### config.mk
export PLATFORM = sky130hd
export DESIGN_NAME = chop_mult_sequencer_flat
export DESIGN_NICKNAME = d
export VERILOG_FILES = /design/src/rtl/chop_mult_sequencer_pkg.sv /design/src/rtl/chop_mult_sequencer_if.sv /design/src/rtl/chop_mult_sequencer_mult.sv /design/src/rtl/chop_mult_sequencer.sv /design/src/flat_wrapper.sv
export SDC_FILE = /design/constraint.sdc
export NUM_CORES = 1
export LEC_CHECK = 0
export ABC_CLOCK_PERIOD_IN_PS = 10350
export CORE_MARGIN = 1
export CORE_UTILIZATION = 60
export CTS_BUF_LIST = sky130_fd_sc_hd__clkbuf_4 sky130_fd_sc_hd__clkbuf_8 sky130_fd_sc_hd__clkbuf_16
export DETAILED_ROUTE_END_ITERATION = 10
export PLACE_DENSITY = 0.82
export SLEW_MARGIN = 20
export SYNTH_ARGS = -nofsm -noshare
export SYNTH_HDL_FRONTEND = slang
export SYNTH_SLANG_ARGS = --single-unit
### constraint.sdc
create_clock -name clk -period 10.35 [get_ports clk]
set_clock_uncertainty 0.2 [all_clocks]
set_input_delay 1.5525 -clock clk [delete_from_list [all_inputs] [get_ports clk]]
set_output_delay 1.5525 -clock clk [all_outputs]
set_load 0.05 [all_outputs]
### src/rtl/chop_mult_sequencer_pkg.sv
// Shared types and defaults for the chopped multiply sequencer.
// Holds the FSM state encoding and the per-chop sign rule.
package chop_mult_sequencer_pkg;

    localparam int CHOP_SIZE_DEFAULT = 8;
    localparam int N_CHOPS_DEFAULT   = 2;

    typedef enum logic [1:0] {
        IDLE,
        RUN,
        DONE
    } state_t;

    // Only the most significant chop of a signed operand carries the sign;
    // in half mode the single low chop stands for the whole operand.
    function automatic logic chop_sign(input int idx, input int n_chops,
                                       input logic op_sign, input logic half);
        logic s;
        if (half) begin
            s = op_sign;
        end else begin
            s = op_sign && (idx == n_chops - 1);
        end
        return s;
    endfunction

endpackage

### src/rtl/chop_mult_sequencer_if.sv
// Operand-source and result-sink handshake bundle for the chopped multiply
// sequencer.
interface chop_mult_sequencer_if
    import chop_mult_sequencer_pkg::*;
#(
    parameter int W = CHOP_SIZE_DEFAULT * N_CHOPS_DEFAULT
);
    logic           in_valid;
    logic           in_ready;
    logic [W-1:0]   A;
    logic [W-1:0]   B;
    logic           A_sign;
    logic           B_sign;
    logic           HALF_0;
    logic           out_valid;
    logic           out_ready;
    logic [2*W-1:0] C;

    modport master (
        output in_valid, A, B, A_sign, B_sign, HALF_0, out_ready,
        input  in_ready, out_valid, C
    );

    modport slave (
        input  in_valid, A, B, A_sign, B_sign, HALF_0, out_ready,
        output in_ready, out_valid, C
    );
endinterface

### src/rtl/chop_mult_sequencer_mult.sv
// One sign-configurable CHOP_SIZE x CHOP_SIZE multiplier chop (chop_mult_sc).
// Purely combinational; the sequencer time-shares a single instance.
module chop_mult_sc
    import chop_mult_sequencer_pkg::*;
#(
    parameter int CHOP_SIZE = CHOP_SIZE_DEFAULT
) (
    input  logic [CHOP_SIZE-1:0]   a,
    input  logic [CHOP_SIZE-1:0]   b,
    input  logic                   a_sign,
    input  logic                   b_sign,
    output logic [2*CHOP_SIZE-1:0] p
);
    logic signed [2*CHOP_SIZE-1:0] a_ext;
    logic signed [2*CHOP_SIZE-1:0] b_ext;

    // Any signed/unsigned chop product fits in 2*CHOP_SIZE bits, so a
    // truncated signed multiply of the extended operands is exact.
    always_comb begin
        a_ext = {{CHOP_SIZE{a_sign & a[CHOP_SIZE-1]}}, a};
        b_ext = {{CHOP_SIZE{b_sign & b[CHOP_SIZE-1]}}, b};
        p     = a_ext * b_ext;
    end
endmodule

### src/rtl/chop_mult_sequencer.sv
// Multi-cycle full-width multiplier: one chop partial product per cycle,
// shifted and accumulated into a 2*W result, with a single-step half mode.
module chop_mult_sequencer
    import chop_mult_sequencer_pkg::*;
#(
    parameter int CHOP_SIZE = CHOP_SIZE_DEFAULT,
    parameter int N_CHOPS   = N_CHOPS_DEFAULT
) (
    input  logic                  clk,
    input  logic                  reset,
    chop_mult_sequencer_if.slave  bus,
    output logic                  busy
);
    localparam int W      = CHOP_SIZE * N_CHOPS;
    localparam int ACC_W  = 2 * W;
    localparam int PP_W   = 2 * CHOP_SIZE;
    localparam int STEPS  = N_CHOPS * N_CHOPS;
    localparam int STEP_W = (STEPS > 1) ? $clog2(STEPS) : 1;

    state_t              state;
    logic [W-1:0]        a_reg;
    logic [W-1:0]        b_reg;
    logic                a_sign_reg;
    logic                b_sign_reg;
    logic                half_reg;
    logic [STEP_W-1:0]   step;
    logic [ACC_W-1:0]    acc;

    int                  ia;
    int                  ib;
    logic [CHOP_SIZE-1:0] a_chop;
    logic [CHOP_SIZE-1:0] b_chop;
    logic                sa;
    logic                sb;
    logic                last_step;
    logic [PP_W-1:0]     pp;
    logic [ACC_W-1:0]    pp_ext;
    logic [ACC_W-1:0]    acc_next;

    always_comb begin
        ia        = int'(step) % N_CHOPS;
        ib        = int'(step) / N_CHOPS;
        a_chop    = a_reg[ia*CHOP_SIZE +: CHOP_SIZE];
        b_chop    = b_reg[ib*CHOP_SIZE +: CHOP_SIZE];
        sa        = chop_sign(ia, N_CHOPS, a_sign_reg, half_reg);
        sb        = chop_sign(ib, N_CHOPS, b_sign_reg, half_reg);
        last_step = half_reg || (step == STEP_W'(STEPS - 1));
    end

    chop_mult_sc #(.CHOP_SIZE(CHOP_SIZE)) u_chop (
        .a      (a_chop),
        .b      (b_chop),
        .a_sign (sa),
        .b_sign (sb),
        .p      (pp)
    );

    // A partial product is negative only if one of its chops was signed.
    always_comb begin
        pp_ext   = {{(ACC_W-PP_W){(sa | sb) & pp[PP_W-1]}}, pp};
        acc_next = acc + (pp_ext << (CHOP_SIZE * (ia + ib)));
    end

    always_ff @(posedge clk or posedge reset) begin
        if (reset) begin
            state         <= IDLE;
            step          <= '0;
            acc           <= '0;
            a_reg         <= '0;
            b_reg         <= '0;
            a_sign_reg    <= 1'b0;
            b_sign_reg    <= 1'b0;
            half_reg      <= 1'b0;
            bus.C         <= '0;
            bus.out_valid <= 1'b0;
            bus.in_ready  <= 1'b1;
            busy          <= 1'b0;
        end else begin
            case (state)
                IDLE: begin
                    if (bus.in_valid) begin
                        a_reg        <= bus.A;
                        b_reg        <= bus.B;
                        a_sign_reg   <= bus.A_sign;
                        b_sign_reg   <= bus.B_sign;
                        half_reg     <= bus.HALF_0;
                        acc          <= '0;
                        step         <= '0;
                        bus.in_ready <= 1'b0;
                        busy         <= 1'b1;
                        state        <= RUN;
                    end
                end
                RUN: begin
                    acc  <= acc_next;
                    step <= step + STEP_W'(1);
                    if (last_step) begin
                        bus.C         <= acc_next;
                        bus.out_valid <= 1'b1;
                        state         <= DONE;
                    end
                end
                DONE: begin
                    // Returning to IDLE here means the next accept is a cycle later.
                    if (bus.out_ready) begin
                        bus.out_valid <= 1'b0;
                        bus.in_ready  <= 1'b1;
                        busy          <= 1'b0;
                        state         <= IDLE;
                    end
                end
                default: state <= IDLE;
            endcase
        end
    end
endmodule

### src/flat_wrapper.sv
// flat-port wrapper written by rule: the top's interface ports become plain ports
module chop_mult_sequencer_flat import chop_mult_sequencer_pkg::*;
#(
    parameter int CHOP_SIZE = CHOP_SIZE_DEFAULT,
    parameter int N_CHOPS   = N_CHOPS_DEFAULT
)
  (clk, reset, busy, bus_in_valid, bus_A, bus_B, bus_A_sign, bus_B_sign, bus_HALF_0, bus_out_ready, bus_in_ready, bus_out_valid, bus_C);
  chop_mult_sequencer_if #(.W(((8) * (2)))) bus_i ();
  input  logic clk;
  input  logic reset;
  output logic busy;
  input wire logic [$bits(bus_i.in_valid)-1:0] bus_in_valid;
  input wire logic [$bits(bus_i.A)-1:0] bus_A;
  input wire logic [$bits(bus_i.B)-1:0] bus_B;
  input wire logic [$bits(bus_i.A_sign)-1:0] bus_A_sign;
  input wire logic [$bits(bus_i.B_sign)-1:0] bus_B_sign;
  input wire logic [$bits(bus_i.HALF_0)-1:0] bus_HALF_0;
  input wire logic [$bits(bus_i.out_ready)-1:0] bus_out_ready;
  output wire logic [$bits(bus_i.in_ready)-1:0] bus_in_ready;
  output wire logic [$bits(bus_i.out_valid)-1:0] bus_out_valid;
  output wire logic [$bits(bus_i.C)-1:0] bus_C;
  assign bus_i.in_valid = bus_in_valid;
  assign bus_i.A = bus_A;
  assign bus_i.B = bus_B;
  assign bus_i.A_sign = bus_A_sign;
  assign bus_i.B_sign = bus_B_sign;
  assign bus_i.HALF_0 = bus_HALF_0;
  assign bus_i.out_ready = bus_out_ready;
  assign bus_in_ready = bus_i.in_ready;
  assign bus_out_valid = bus_i.out_valid;
  assign bus_C = bus_i.C;
  chop_mult_sequencer #(.CHOP_SIZE(CHOP_SIZE), .N_CHOPS(N_CHOPS)) u_core (.clk(clk), .reset(reset), .bus(bus_i), .busy(busy));
endmodule
### Word level (Yosys, flattened, before mapping)

Index checks and enable logic that the tools add are counted.

* $add $sub $neg: 3
* multiply operators: 1
* div/mod/pow operators: 0
* order comparisons: 0
* equality and inequality tests: 6
* shifts and indexed selects: 3
* muxes and demuxes: 18
* bitwise operators: 4
* reductions and logical operators: 13

Operator list (count)
* $pmux 32 s2: 1
* $add 32x32->32: 1
* $mux 32: 1
* $shiftx 16x5->8: 2
* $shl 32x32->32: 1
* $mul 9x9->16: 1
* $reduce_and 3->1: 3
* $mux 2: 4
* $mux 1: 7
* $pmux 1 s2: 3
* $pmux 2 s3: 1
* $reduce_and 2->1: 3
* $reduce_bool 2->1: 3
* $eq 2x2->1 const B: 2
* $ne 2x2->1 const B: 2
* $pmux 2 s2: 1
* $and 1x1->1: 3
* $add 1x1->2: 1
* $add 2x1->2 const B: 1
* $eq 2x1->1 const B: 1
* $logic_and 1x1->1: 2
* $logic_not 2->1: 1
* $ne 2x1->1 const B: 1
* $logic_or 1x1->1: 1
* $or 1x1->1: 1

* register bits after elaboration: 106
* latch bits: 0
* memory bits (writable): 0
* ROM bits: 0
* input port bits: 39
* memories kept: 0

### Logic depth before layout (Yosys ltp)

* depth in word-level cells: 8
* depth in mapped cells: 34

### By module

From an unflattened synthesis, not the netlist that was laid out.

* cells, all modules: 994
* area total of the unflattened synthesis: 9143.8 um^2

By module, submodules not included
* chop_mult_sequencer: instances 1, cells an instance 661, area an instance 6301.0 um^2, sequential area each 2653.8 um^2
* chop_mult_sc: instances 1, cells an instance 333, area an instance 2842.7 um^2, sequential area each 0.0 um^2

### Worst setup path before layout

No wires, ideal clock.

* path type: register -> register
* from: reg u_core.step[1]
* to: reg u_core.acc[22]
* library setup time: 0.122 ns
* data arrival time: 7.811 ns
* data required time: 10.028 ns
* slack: 2.218 ns
* cell stages (with the launch flop): 30
* period minus slack after synthesis: 8.132 ns
* cells stage by stage: dfrtp_1 > buf_2 > buf_1 > mux2_2 > and2_1 > fa_1 > inv_1 > fa_1 > inv_1 > fa_1 > fa_1 > ha_1 > ha_1 > or4_1 > o21ai_1 > a211oi_1 > nor3b_1 > mux2i_2 > nor2_1 > a21oi_1 > o21ai_0 > ha_1 > a21o_1 > a21o_1 > a221oi_1 > inv_1 > o21ai_0 > a21oi_1 > or3_1 > a32o_1

* longest elaborated chain between the ends: 8

Ends and longest elaborated chain
* from (decl): RTL line chop_mult_sequencer.sv:26 `logic [STEP_W-1:0] step;`
* from (signal assigned): RTL line chop_mult_sequencer.sv:96 `step <= step + STEP_W'(1);`
* parallel branches: the longest is 5 deep, another holds $mul 9x9->16
* $shl 32x32->32 *: RTL line chop_mult_sequencer.sv:61 `acc_next = acc + (pp_ext << (CHOP_SIZE * (ia + ib)));`
* $add 32x32->32 *: RTL line chop_mult_sequencer.sv:61
* $pmux 32 s2 *: RTL line chop_mult_sequencer.sv:79 `case (state)`
* to (signal assigned): RTL line chop_mult_sequencer.sv:95 `acc <= acc_next;`
* to (decl): RTL line chop_mult_sequencer.sv:27 `logic [ACC_W-1:0] acc;`

Every way passes the cells marked *.
A chain may end at the register's enable or synchronous reset.

### Worst setup path after layout

* from: reg u_core.step[0]
* to: reg u_core.acc[31]

* longest elaborated chain between the ends: 8

Ends and longest elaborated chain (RTL line)
* parallel branches: the longest is 5 deep, another holds $mul 9x9->16
* $shl 32x32->32 *: chop_mult_sequencer.sv:61
* $add 32x32->32 *: chop_mult_sequencer.sv:61
* $pmux 32 s2 *: chop_mult_sequencer.sv:79

Marks and branches as above.

==> results by group <==
Clock tree
  – Clock latency on the worst-skew pair: 0.36 ns
  – Clock root cell: clkbuf_16
  – H-tree depth: 3
  – CTS hold repair buffers: 0
  – Clock Sinks: 106
  – CTS tree: done
  – Clock transition at path regs: 0.07 ns
  – CTS resizes: 0
  – Postcts setup bufs: 0
  – TritonCTS Buffers: 9
  – CTS max path bufs: 2

STA
  – RSZ-0062 raised after global routing: no
  – Rel. slew slack: 37.09%
  – # setup viols final: 0
  – Final min period: 9.017 ns
  – Tcrit/Tclk final: 87.12%
  – Final hold violations: 0
  – Slew of the pin with the lowest slew margin: 0.9412 ns
  – Setup TNS: 0 ns
  – Peak Freq: 110.9 MHz
  – Slew Viols, Final: 0

Synth
  – Leading area contributor after synthesis: dfrtp_1
  – Synth Instances: 943
  – Sequential share of the synthesized area: 29.81%
  – #FFs+latches synth: 106
  – Post-synth EDFFs: 0
  – Mapped cell area: 8901 um^2
  – Distinct cells, synth: 58
  – Syn Nets: 1111
  – Syn_area_per_cell: 9.439 um^2
  – Ys Warns: 0
  – Fraction of registers with async set/reset: 100.0%
  – Dominant synthesized flop cell: dfrtp_1
  – Synth top area share: 29.52%
  – Top cells by area, synth: dfrtp_1 (30%), fa_1 (14%), ha_1 (9.1%)

Final layout
  – Post-route insts no fill: 1196
  – Commonest non-fill, non-tap cell in the layout: nand2_1
  – Biggest regs: u_core.acc: 32 flops, u_core.bus.C: 32 flops
  – Net count, final: 1175
  – Most frequent cells in the layout: nand2_1 (121), dfrtp_1 (105), inv_1 (101)
  – Layout cells sized above 1: 9.684%
  – N_diodes: 0
  – Area delta synth->final: 13.66%

Flow run
  – Max Cap Viol: 0

Die
  – I/O pin count: 74
  – Initial core utilization: 61.48%
  – Area of the core: 14480 um^2
  – Die X: 123.8 um
  – Row count: 44
  – Die Span Y: 123.8 um
  – Die ar.: 15330 um^2

Routing
  – Post-route ant nets: 0
  – Vias/cell: 5.962
  – Total detailed-routing wirelength: 21460 um
  – Drt wl/cell: 17.94 um
  – DRT Pass-1 Iters: 5
  – DRT iter0 DRCs: 601
  – DRC: 0
  – Routed via count: 7131

Run status
  – Status: finished, final reports clean

Placed design
  – Post-DP HPWL: 16170 um
  – RD Place Congestion: 0.9721
  – Inst Count DP: 1180
  – Port Buffers: 73

Setup path
  – CP peak stage delay: 0.72 ns
  – Crit-path max FO: 21
  – WP data required: 10.39 ns
  – Kind of critical path: flop to flop
  – CP most frequent cell: fa_1
  – Crit path DAT: 9.06 ns
  – Worst Setup End Kind: flop
  – Crit-path slowest cell: dfrtp_1
  – Worst setup SP type: flop

Min path
  – Worst hold path type: flop to flop

Global route
  – Largest net degree at the start of global routing: 55
  – Initial antenna violation count: 0
  – First-pass GRT wire length: 34940 um
  – GR Overflow Total: 0
  – Total GRT Usage: 30.11%
  – Vias in the first global route: 6977
-- synth_stat cells, types with 3 or more instances --
cell / n
nand2_1: 122
dfrtp_1: 105
inv_1: 102
nor2_1: 79
ha_1: 65
fa_1: 64
mux2_2: 53
a21oi_1: 49
o21ai_0: 39
xnor2_1: 31
clkbuf_1: 23
a22o_1: 22
mux2i_1: 18
a21o_1: 17
nor3_1: 11
xor2_1: 11
o21a_1: 10
and2_1: 9
nand2b_1: 9
nor2b_1: 8
nand3_1: 7
o21bai_1: 7
a211oi_1: 6
o211ai_1: 6
o22ai_1: 5
a31o_2: 4
nor4_1: 4
o21ai_1: 4
o31ai_1: 4
or3_1: 4
or4_1: 4
a21boi_0: 3
a31oi_1: 3
and3_1: 3
or2_2: 3
-- final timing paths --
| path | start | to | slack (ns) | cells after the start |
|---|---|---|---|---|
| max | u_core.step[0] | u_core.acc[31] | 1.33 | 30 |
| min | u_core.bus.C[20] | u_core.bus.C[20] | 0.28 | 2 |
| max reg2reg | u_core.step[0] | u_core.acc[31] | 1.33 | 30 |
| min reg2reg | u_core.bus.C[20] | u_core.bus.C[20] | 0.28 | 2 |
| max in group asynchronous | reset | u_core.acc[17] | 7.35 | 3 |
| min in group asynchronous | reset | u_core.b_reg[14] | 1.45 | 2 |
-- logic make-up after synthesis --
logic type	share of synthesized area [%]
AND/OR/NAND/NOR	13.35
buffers and inverters	5.496
XOR/XNOR	4.315
adder cells (fa/ha/maj)	23.53
multiplexers	8.884
flip-flops	29.81
AO/OA/AOI/OAI	14.61
-- per-stage QoR --
step / hold slack (ns) / util [%] / worst slack [ns] / area [um^2]
final: 0.2771 / 69.88 / 1.333 / 10120
after global placement: 0.2582 / 67.84 / 1.775 / 9822
after detailed placement: 0.2663 / 67.84 / 1.451 / 9822
after floorplan: 0.2524 / - / 2.218 / 8901
after global routing: 0.3062 / 69.88 / 0.6949 / 10120
after CTS: 0.2831 / 69.86 / 1.431 / 10110
-- layout make-up --
type | count | area (um^2)
clock buffers | 13 | 267.8
clock inverters | 3 | 25.02
fillers | 1091 | 4362
inverters | 102 | 385.4
multi-input cells | 709 | 5779
flip-flops and latches | 106 | 2654
well taps | 184 | 230.2
repair buffers | 79 | 775.7
-- worst max-delay path, delay by kind of cell, from the launching register on --
| kind | cells | cell delay [ns] |
|---|---|---|
| adder cells (fa/ha/maj) | 7 | 2.85 |
| flip-flops | 1 | 0.72 |
| multiplexers | 1 | 0.12 |
| buffers and inverters | 3 | 0.43 |
| AO/OA/AOI/OAI | 11 | 2.13 |
| AND/OR/NAND/NOR | 8 | 2.45 |
-- per-layer routing --
layer,vias to the layer above,track usage (%),part of all wire (%)
li1,3326,-,-
met1,3521,41.08,44
met2,243,47.67,48
met3,41,6.914,6.3
met4,0,9.413,2.1
met5,-,0,0
Power is not shown: default switching activity piles up to over one toggle a cycle in this logic, so the estimate is an artifact.
